## src/rtl/fgp_rx_framed.sv

```systemverilog
// ---------------------------------------------------------------------------
// fgp_rx_framed
//   FGP packet parser for the receive path. Consumes the Ethernet payload as a
//   byte stream with an explicit end-of-frame marker, extracts a big-endian
//   offset, checks or skips the padding and forwards the data bytes together
//   with their index inside the packet. Short frames, non-zero padding and
//   out-of-range offsets are reported and the parser re-synchronises on the
//   next frame.
//
// Ports
//   clk         system clock
//   rst         asynchronous reset, active low
//   inclk       byte strobe; in / in_last are valid while inclk=1
//   in          payload byte
//   in_last     marks the final byte of the Ethernet payload
//   outclk      strobe for a forwarded data byte
//   out         forwarded data byte (holds while outclk=0)
//   out_idx     index of the data byte, 0..DATA_LEN-1 (holds while outclk=0)
//   setoff_req  one-cycle pulse: setoff_val carries a new offset
//   setoff_val  offset followed by OFFSET_SHIFT zero bits (holds)
//   done        one-cycle pulse together with the last data byte
//   err         one-cycle pulse: the packet was rejected
//   err_code    1=SHORT, 2=PAD, 3=RANGE; holds until the next err pulse
//
// All outputs are registered and follow the accepted byte by one cycle.
// ---------------------------------------------------------------------------
module fgp_rx_framed #(
  parameter int OFFSET_LEN    = 1,
  parameter int PADDING_LEN   = 127,
  parameter int DATA_LEN      = 768,
  parameter int OFFSET_SHIFT  = 9,
  parameter int MAX_OFFSET    = 2**(8*OFFSET_LEN),
  parameter int CHECK_PADDING = 1
) (
  input  logic                                 clk,
  input  logic                                 rst,
  input  logic                                 inclk,
  input  logic [7:0]                           in,
  input  logic                                 in_last,
  output logic                                 outclk,
  output logic [7:0]                           out,
  output logic [$clog2(DATA_LEN)-1:0]          out_idx,
  output logic                                 setoff_req,
  output logic [8*OFFSET_LEN+OFFSET_SHIFT-1:0] setoff_val,
  output logic                                 done,
  output logic                                 err,
  output logic [1:0]                           err_code
);

  localparam int OFF_W   = 8 * OFFSET_LEN;
  localparam int VAL_W   = OFF_W + OFFSET_SHIFT;
  localparam int IDX_W   = $clog2(DATA_LEN);
  // The counter also indexes the offset bytes, so it must reach at least 3.
  localparam int CNT_MAX = (PADDING_LEN > DATA_LEN) ?
                           ((PADDING_LEN > 4) ? PADDING_LEN : 4) :
                           ((DATA_LEN > 4) ? DATA_LEN : 4);
  localparam int CNT_W   = $clog2(CNT_MAX);

  localparam logic [CNT_W-1:0] OFF_LAST  = CNT_W'(OFFSET_LEN - 1);
  localparam logic [CNT_W-1:0] PAD_LAST  = CNT_W'(PADDING_LEN - 1);
  localparam logic [CNT_W-1:0] DATA_LAST = CNT_W'(DATA_LEN - 1);
  localparam logic [32:0]      MAX_OFF   = 33'(MAX_OFFSET);

  localparam logic [1:0] ERR_SHORT = 2'd1;
  localparam logic [1:0] ERR_PAD   = 2'd2;
  localparam logic [1:0] ERR_RANGE = 2'd3;

  typedef enum logic [1:0] {
    S_OFFSET  = 2'd0,
    S_PADDING = 2'd1,
    S_DATA    = 2'd2,
    S_DRAIN   = 2'd3
  } state_t;

  state_t             state_q, state_d;
  logic [CNT_W-1:0]   cnt_q, cnt_d;
  logic [OFF_W-1:0]   acc_q, acc_d;
  logic               outclk_q, outclk_d;
  logic [7:0]         out_q, out_d;
  logic [IDX_W-1:0]   out_idx_q, out_idx_d;
  logic               setoff_req_q, setoff_req_d;
  logic [VAL_W-1:0]   setoff_val_q, setoff_val_d;
  logic               done_q, done_d;
  logic               err_q, err_d;
  logic [1:0]         err_code_q, err_code_d;

  logic [OFF_W-1:0]   off_full_s;
  logic               off_ok_s;

  // Offset value including the byte currently on the input.
  assign off_full_s = (acc_q << 8) | OFF_W'(in);
  assign off_ok_s   = (33'(off_full_s) < MAX_OFF);

  // Next-state and registered-output computation.
  always_comb begin
    state_d      = state_q;
    cnt_d        = cnt_q;
    acc_d        = acc_q;
    outclk_d     = 1'b0;
    out_d        = out_q;
    out_idx_d    = out_idx_q;
    setoff_req_d = 1'b0;
    setoff_val_d = setoff_val_q;
    done_d       = 1'b0;
    err_d        = 1'b0;
    err_code_d   = err_code_q;

    if (inclk) begin
      case (state_q)
        S_OFFSET: begin
          acc_d = off_full_s;
          if (cnt_q == OFF_LAST) begin
            acc_d = '0;
            cnt_d = '0;
            if (off_ok_s) begin
              setoff_req_d = 1'b1;
              setoff_val_d = VAL_W'(off_full_s) << OFFSET_SHIFT;
              if (in_last) begin
                err_d      = 1'b1;
                err_code_d = ERR_SHORT;
                state_d    = S_OFFSET;
              end else begin
                state_d    = S_PADDING;
              end
            end else begin
              // RANGE wins over SHORT; an in_last here already ends the frame.
              err_d      = 1'b1;
              err_code_d = ERR_RANGE;
              state_d    = in_last ? S_OFFSET : S_DRAIN;
            end
          end else if (in_last) begin
            err_d      = 1'b1;
            err_code_d = ERR_SHORT;
            acc_d      = '0;
            cnt_d      = '0;
            state_d    = S_OFFSET;
          end else begin
            cnt_d = cnt_q + CNT_W'(1);
          end
        end

        S_PADDING: begin
          if ((CHECK_PADDING != 0) && (in != 8'h00)) begin
            err_d      = 1'b1;
            err_code_d = ERR_PAD;
            cnt_d      = '0;
            state_d    = in_last ? S_OFFSET : S_DRAIN;
          end else if (in_last) begin
            err_d      = 1'b1;
            err_code_d = ERR_SHORT;
            cnt_d      = '0;
            state_d    = S_OFFSET;
          end else if (cnt_q == PAD_LAST) begin
            cnt_d   = '0;
            state_d = S_DATA;
          end else begin
            cnt_d = cnt_q + CNT_W'(1);
          end
        end

        S_DATA: begin
          outclk_d  = 1'b1;
          out_d     = in;
          out_idx_d = cnt_q[IDX_W-1:0];
          if (cnt_q == DATA_LAST) begin
            done_d  = 1'b1;
            cnt_d   = '0;
            // Without in_last the frame carries trailing bytes to swallow.
            state_d = in_last ? S_OFFSET : S_DRAIN;
          end else if (in_last) begin
            err_d      = 1'b1;
            err_code_d = ERR_SHORT;
            cnt_d      = '0;
            state_d    = S_OFFSET;
          end else begin
            cnt_d = cnt_q + CNT_W'(1);
          end
        end

        S_DRAIN: begin
          if (in_last) begin
            state_d = S_OFFSET;
          end else begin
            state_d = S_DRAIN;
          end
        end

        default: begin
          state_d = S_OFFSET;
          cnt_d   = '0;
          acc_d   = '0;
        end
      endcase
    end else begin
      state_d = state_q;
    end
  end

  // State and output registers.
  always_ff @(posedge clk or negedge rst) begin
    if (!rst) begin
      state_q      <= S_OFFSET;
      cnt_q        <= '0;
      acc_q        <= '0;
      outclk_q     <= 1'b0;
      out_q        <= 8'h00;
      out_idx_q    <= '0;
      setoff_req_q <= 1'b0;
      setoff_val_q <= '0;
      done_q       <= 1'b0;
      err_q        <= 1'b0;
      err_code_q   <= 2'd0;
    end else begin
      state_q      <= state_d;
      cnt_q        <= cnt_d;
      acc_q        <= acc_d;
      outclk_q     <= outclk_d;
      out_q        <= out_d;
      out_idx_q    <= out_idx_d;
      setoff_req_q <= setoff_req_d;
      setoff_val_q <= setoff_val_d;
      done_q       <= done_d;
      err_q        <= err_d;
      err_code_q   <= err_code_d;
    end
  end

  assign outclk     = outclk_q;
  assign out        = out_q;
  assign out_idx    = out_idx_q;
  assign setoff_req = setoff_req_q;
  assign setoff_val = setoff_val_q;
  assign done       = done_q;
  assign err        = err_q;
  assign err_code   = err_code_q;

endmodule

```

## config.mk

```make
export PLATFORM = sky130hd
export DESIGN_NAME = fgp_rx_framed
export DESIGN_NICKNAME = d
export VERILOG_FILES = /design/src/rtl/fgp_rx_framed.sv
export SDC_FILE = /design/constraint.sdc
export NUM_CORES = 1
export LEC_CHECK = 0
export CELL_PAD_IN_SITES_DETAIL_PLACEMENT = 0
export CELL_PAD_IN_SITES_GLOBAL_PLACEMENT = 1
export CORE_UTILIZATION = 39
export CTS_BUF_LIST = sky130_fd_sc_hd__clkbuf_4 sky130_fd_sc_hd__clkbuf_8
export CTS_CLUSTER_DIAMETER = 100
export DETAILED_ROUTE_END_ITERATION = 7
export GPL_ROUTABILITY_DRIVEN = 0
export HOLD_SLACK_MARGIN = 0.15
export PLACE_DENSITY_LB_ADDON = 0.1
export REMOVE_ABC_BUFFERS = 1
export SYNTH_ARGS = -nofsm -noshare
export SYNTH_HDL_FRONTEND = slang
export SYNTH_SLANG_ARGS = --single-unit
```

## constraint.sdc

```tcl
create_clock -name clk -period 2.7 [get_ports clk]
set_clock_uncertainty 0.15 [all_clocks]
set_input_delay 0.54 -clock clk [delete_from_list [all_inputs] [get_ports clk]]
set_output_delay 0.54 -clock clk [all_outputs]
set_load 0.05 [all_outputs]
```

==> key figures <==
Run status
  • Run status: complete, no violations

Pwr
  • Clock share of power: 0.143
  • Power per cell area: 1105 nW/µm²
  • Logic pwr share: 0.538
  • Sw frac: 0.4517
  • Switching power: 0.001358 W
  • Peak supply drop: 0.0007260 V
  • Seq pwr share: 0.320
  • Leakage: between 1 and 1.5 nW
  • Pint: ~0.0016 W

Timing
  • Slew Viols, Final: 0
  • Final setup viols: 0
  • Final hold vios: 0
  • Setup TNS Final: 0 ns
  • RSZ-0062 raised after global routing: false
  • Max Clk Rate: 425.1 MHz
  • Worst-margin pin slew: 0.9740 ns
  • Max transition margin: 0.3507
  • Hold_ws: 0.2448 ns
  • Crit path time final: around 2.4 ns
  • Fin crit share: 0.8713

GRT
  • Largest net degree at the start of global routing: 45
  • Total GRT Usage: 0.1751
  • Initial antenna violation count: 0
  • Total grt overflow: 0
  • First-pass GRT wire length: 7389 µm
  • Vias in the first global route: 1,535

Synth
  • Register area share after synthesis: 0.5173
  • Number of synthesized register bits: 44
  • Post-synth ARST share: 1.000
  • Top FF cell, synth: dfrtp_1
  • Yosys warning count: 0
  • Gate Count Post-Synth: 196
  • Mapped Avg Cell Area: 10.86 µm²
  • Yosys cell types: 37
  • Synth Cell Area: between 2000 and 2500 µm²
  • Number of flops mapped to enable cells by yosys: 0

Critical path
  • RR Endpoint: cnt_q[6]
  • Crit end category: register
  • Arrival time of the worst setup path: 2.38 ns
  • Reg2reg start: cnt_q[0]
  • CP Class: reg -> reg
  • Critical path peak fanout: 7
  • Reg2Reg Depth: 8
  • Critical path endpoint: cnt_q[6]
  • R2r setup slk: 0.35 ns
  • Worst Setup SP: cnt_q[0]
  • CP startpoint kind: register
  • Worst EP required: approximately 2.7 ns

Detailed routing
  • Vias post-DR: 1,592
  • Drt pass-1 iters: 4
  • Via/cell ratio: between 5 and 6
  • Post-route ant nets: 0
  • Drt wl/cell: 14.14 µm
  • Iteration-0 DRC Markers: 92
  • Post-route DRC: 0
  • Post-Route WL: 4454 µm

Floorplanning
  • Ports: 53
  • Die Area: 5756 µm²
  • Site row count: 26
  • Initial cell density of the core: 0.4115
  • Die H: 75.87 µm
  • Core Area: 5172 µm²
  • Chip width: 75.87 µm

Clocking
  • Worst-path clk slew: 0.09 ns
  • Num CTS Buffers: 5
  • Max clock buf depth: 2
  • Post_cts resized: 0
  • Post CTS Setup Buffer Count: 0
  • Root buf cell: clkbuf_8
  • CTS tree: done
  • Clock Sinks: 44
  • H-tree depth: 2
  • Hold_buf cts: 0
  • Worst-Skew Late Latency: 0.30 ns

Cells and area
  • Fin nets: 264
  • Area grow syn2layout: 27.81%
  • Most common cell after layout, fill and taps aside: dfrtp_1
  • Ant diodes: 0
  • Fraction of layout cells with a size suffix above 1: 0.1673
  • Most frequent cells in the layout: dfrtp_1, clkdlybuf4s50_1, mux2_2, nand2_1, o21ai_0
  • Cell area after layout: 2720 µm²

Placement
  • HPWL after detailed placement: roughly 3200 µm
  • Port bufs: between 40 and 50
  • Dpl cell area: between 2000 and 3000 µm²

Hold path
  • Hold Path Class: in -> async

Flow run
  • Max Cap Violations: 0
[worst min path at each step]
stage | depth (start not counted) | to
after detailed placement | 2 | out_idx[0]
final | 1 | setoff_req
after CTS | 1 | err
after floorplan | 0 | cnt_q[0]
after global placement | 1 | err_code[1]
after global routing | 1 | setoff_req
[flip-flops by register name, indices dropped and copies added (netlist names)]
signal,flops
setoff_val,8
cnt_q,10
done,1
err_code,2
out,8
state_q,2
err,1
setoff_req,1
outclk,1
out_idx,10
[cells in the mapped netlist (2+ instances only)]
cell type  count  area share
a21oi_1       11       0.026
buf_4          9       0.032
clkbuf_1       4      0.0071
dfrtp_1       44        0.52
ha_1           8       0.047
inv_1         11       0.019
mux2_2        22        0.12
nand2_1       19       0.034
nand2b_1       2      0.0059
nand3_1        9       0.021
nor2_1         8       0.014
nor2b_1        2      0.0059
nor3_1         5       0.012
nor4_1         4       0.012
o21ai_0       14       0.033
o31ai_1        2      0.0071
xor2_1         2      0.0082
[routing by layer]
metal	GRT usage	up-vias	routed length (µm)
li1	-	755	-
met1	0.2380	777	2159
met2	0.2743	55	2007
met3	0.04365	5	231
met4	0.05761	0	55
met5	0	-	0
[final cells by class]
cell class | count | area (µm²)
fill | 477 | 2452
sequential | 44 | 1101
clock inverter | 1 | 8.758
tap | 70 | 87.58
multi-input combinational | 133 | 914.6
clock buffer | 7 | 83.83
inverter | 11 | 41.29
timing repair buffer | 49 | 483.0
[power groups by stage]
stage	Clock, W	Sequential (W)	Combinational, W
floorplan	0	0.00155	0.000500
global route	0.000473	0.000983	0.00172
CTS	0.000443	0.000962	0.00163
global placement	0	0.000964	0.00161
detailed placement	0	0.000975	0.00162
finish	0.000429	0.000961	0.00162
[worst max-delay path: stages (launching register included)]
cell	delay (ns)
dfrtp_1	0.42
inv_1	0.16
ha_1	0.16
or4b_4	0.46
nor4_4	0.32
a21oi_1	0.19
nand2_1	0.12
buf_4	0.15
o21ai_0	0.10
[through the flow]
stage	std cells	setup slack [ns]	util	total power, W
CTS	315	0.3713	0.5259	0.003031
floorplan	188	0.6322	-	0.002053
finish	315	0.3475	0.5259	0.003007
global route	315	0.1602	0.5259	0.003174
global placement	307	0.2218	0.5080	0.002574
detailed placement	307	0.1463	0.5080	0.002597
[cells by family (layout without fill, tap and decap cells)]
family	Yosys count	after routing	synth area share
fa+ha+maj	8	8	0.04703
xor+xnor	3	3	0.01235
mux	23	23	0.1211
other cells	1	9	0.001762
flops	44	44	0.5173
buf+inv	27	68	0.06701
simple gates	55	55	0.1387
compound gates	35	35	0.09466
(Power assumes the default switching activity.)
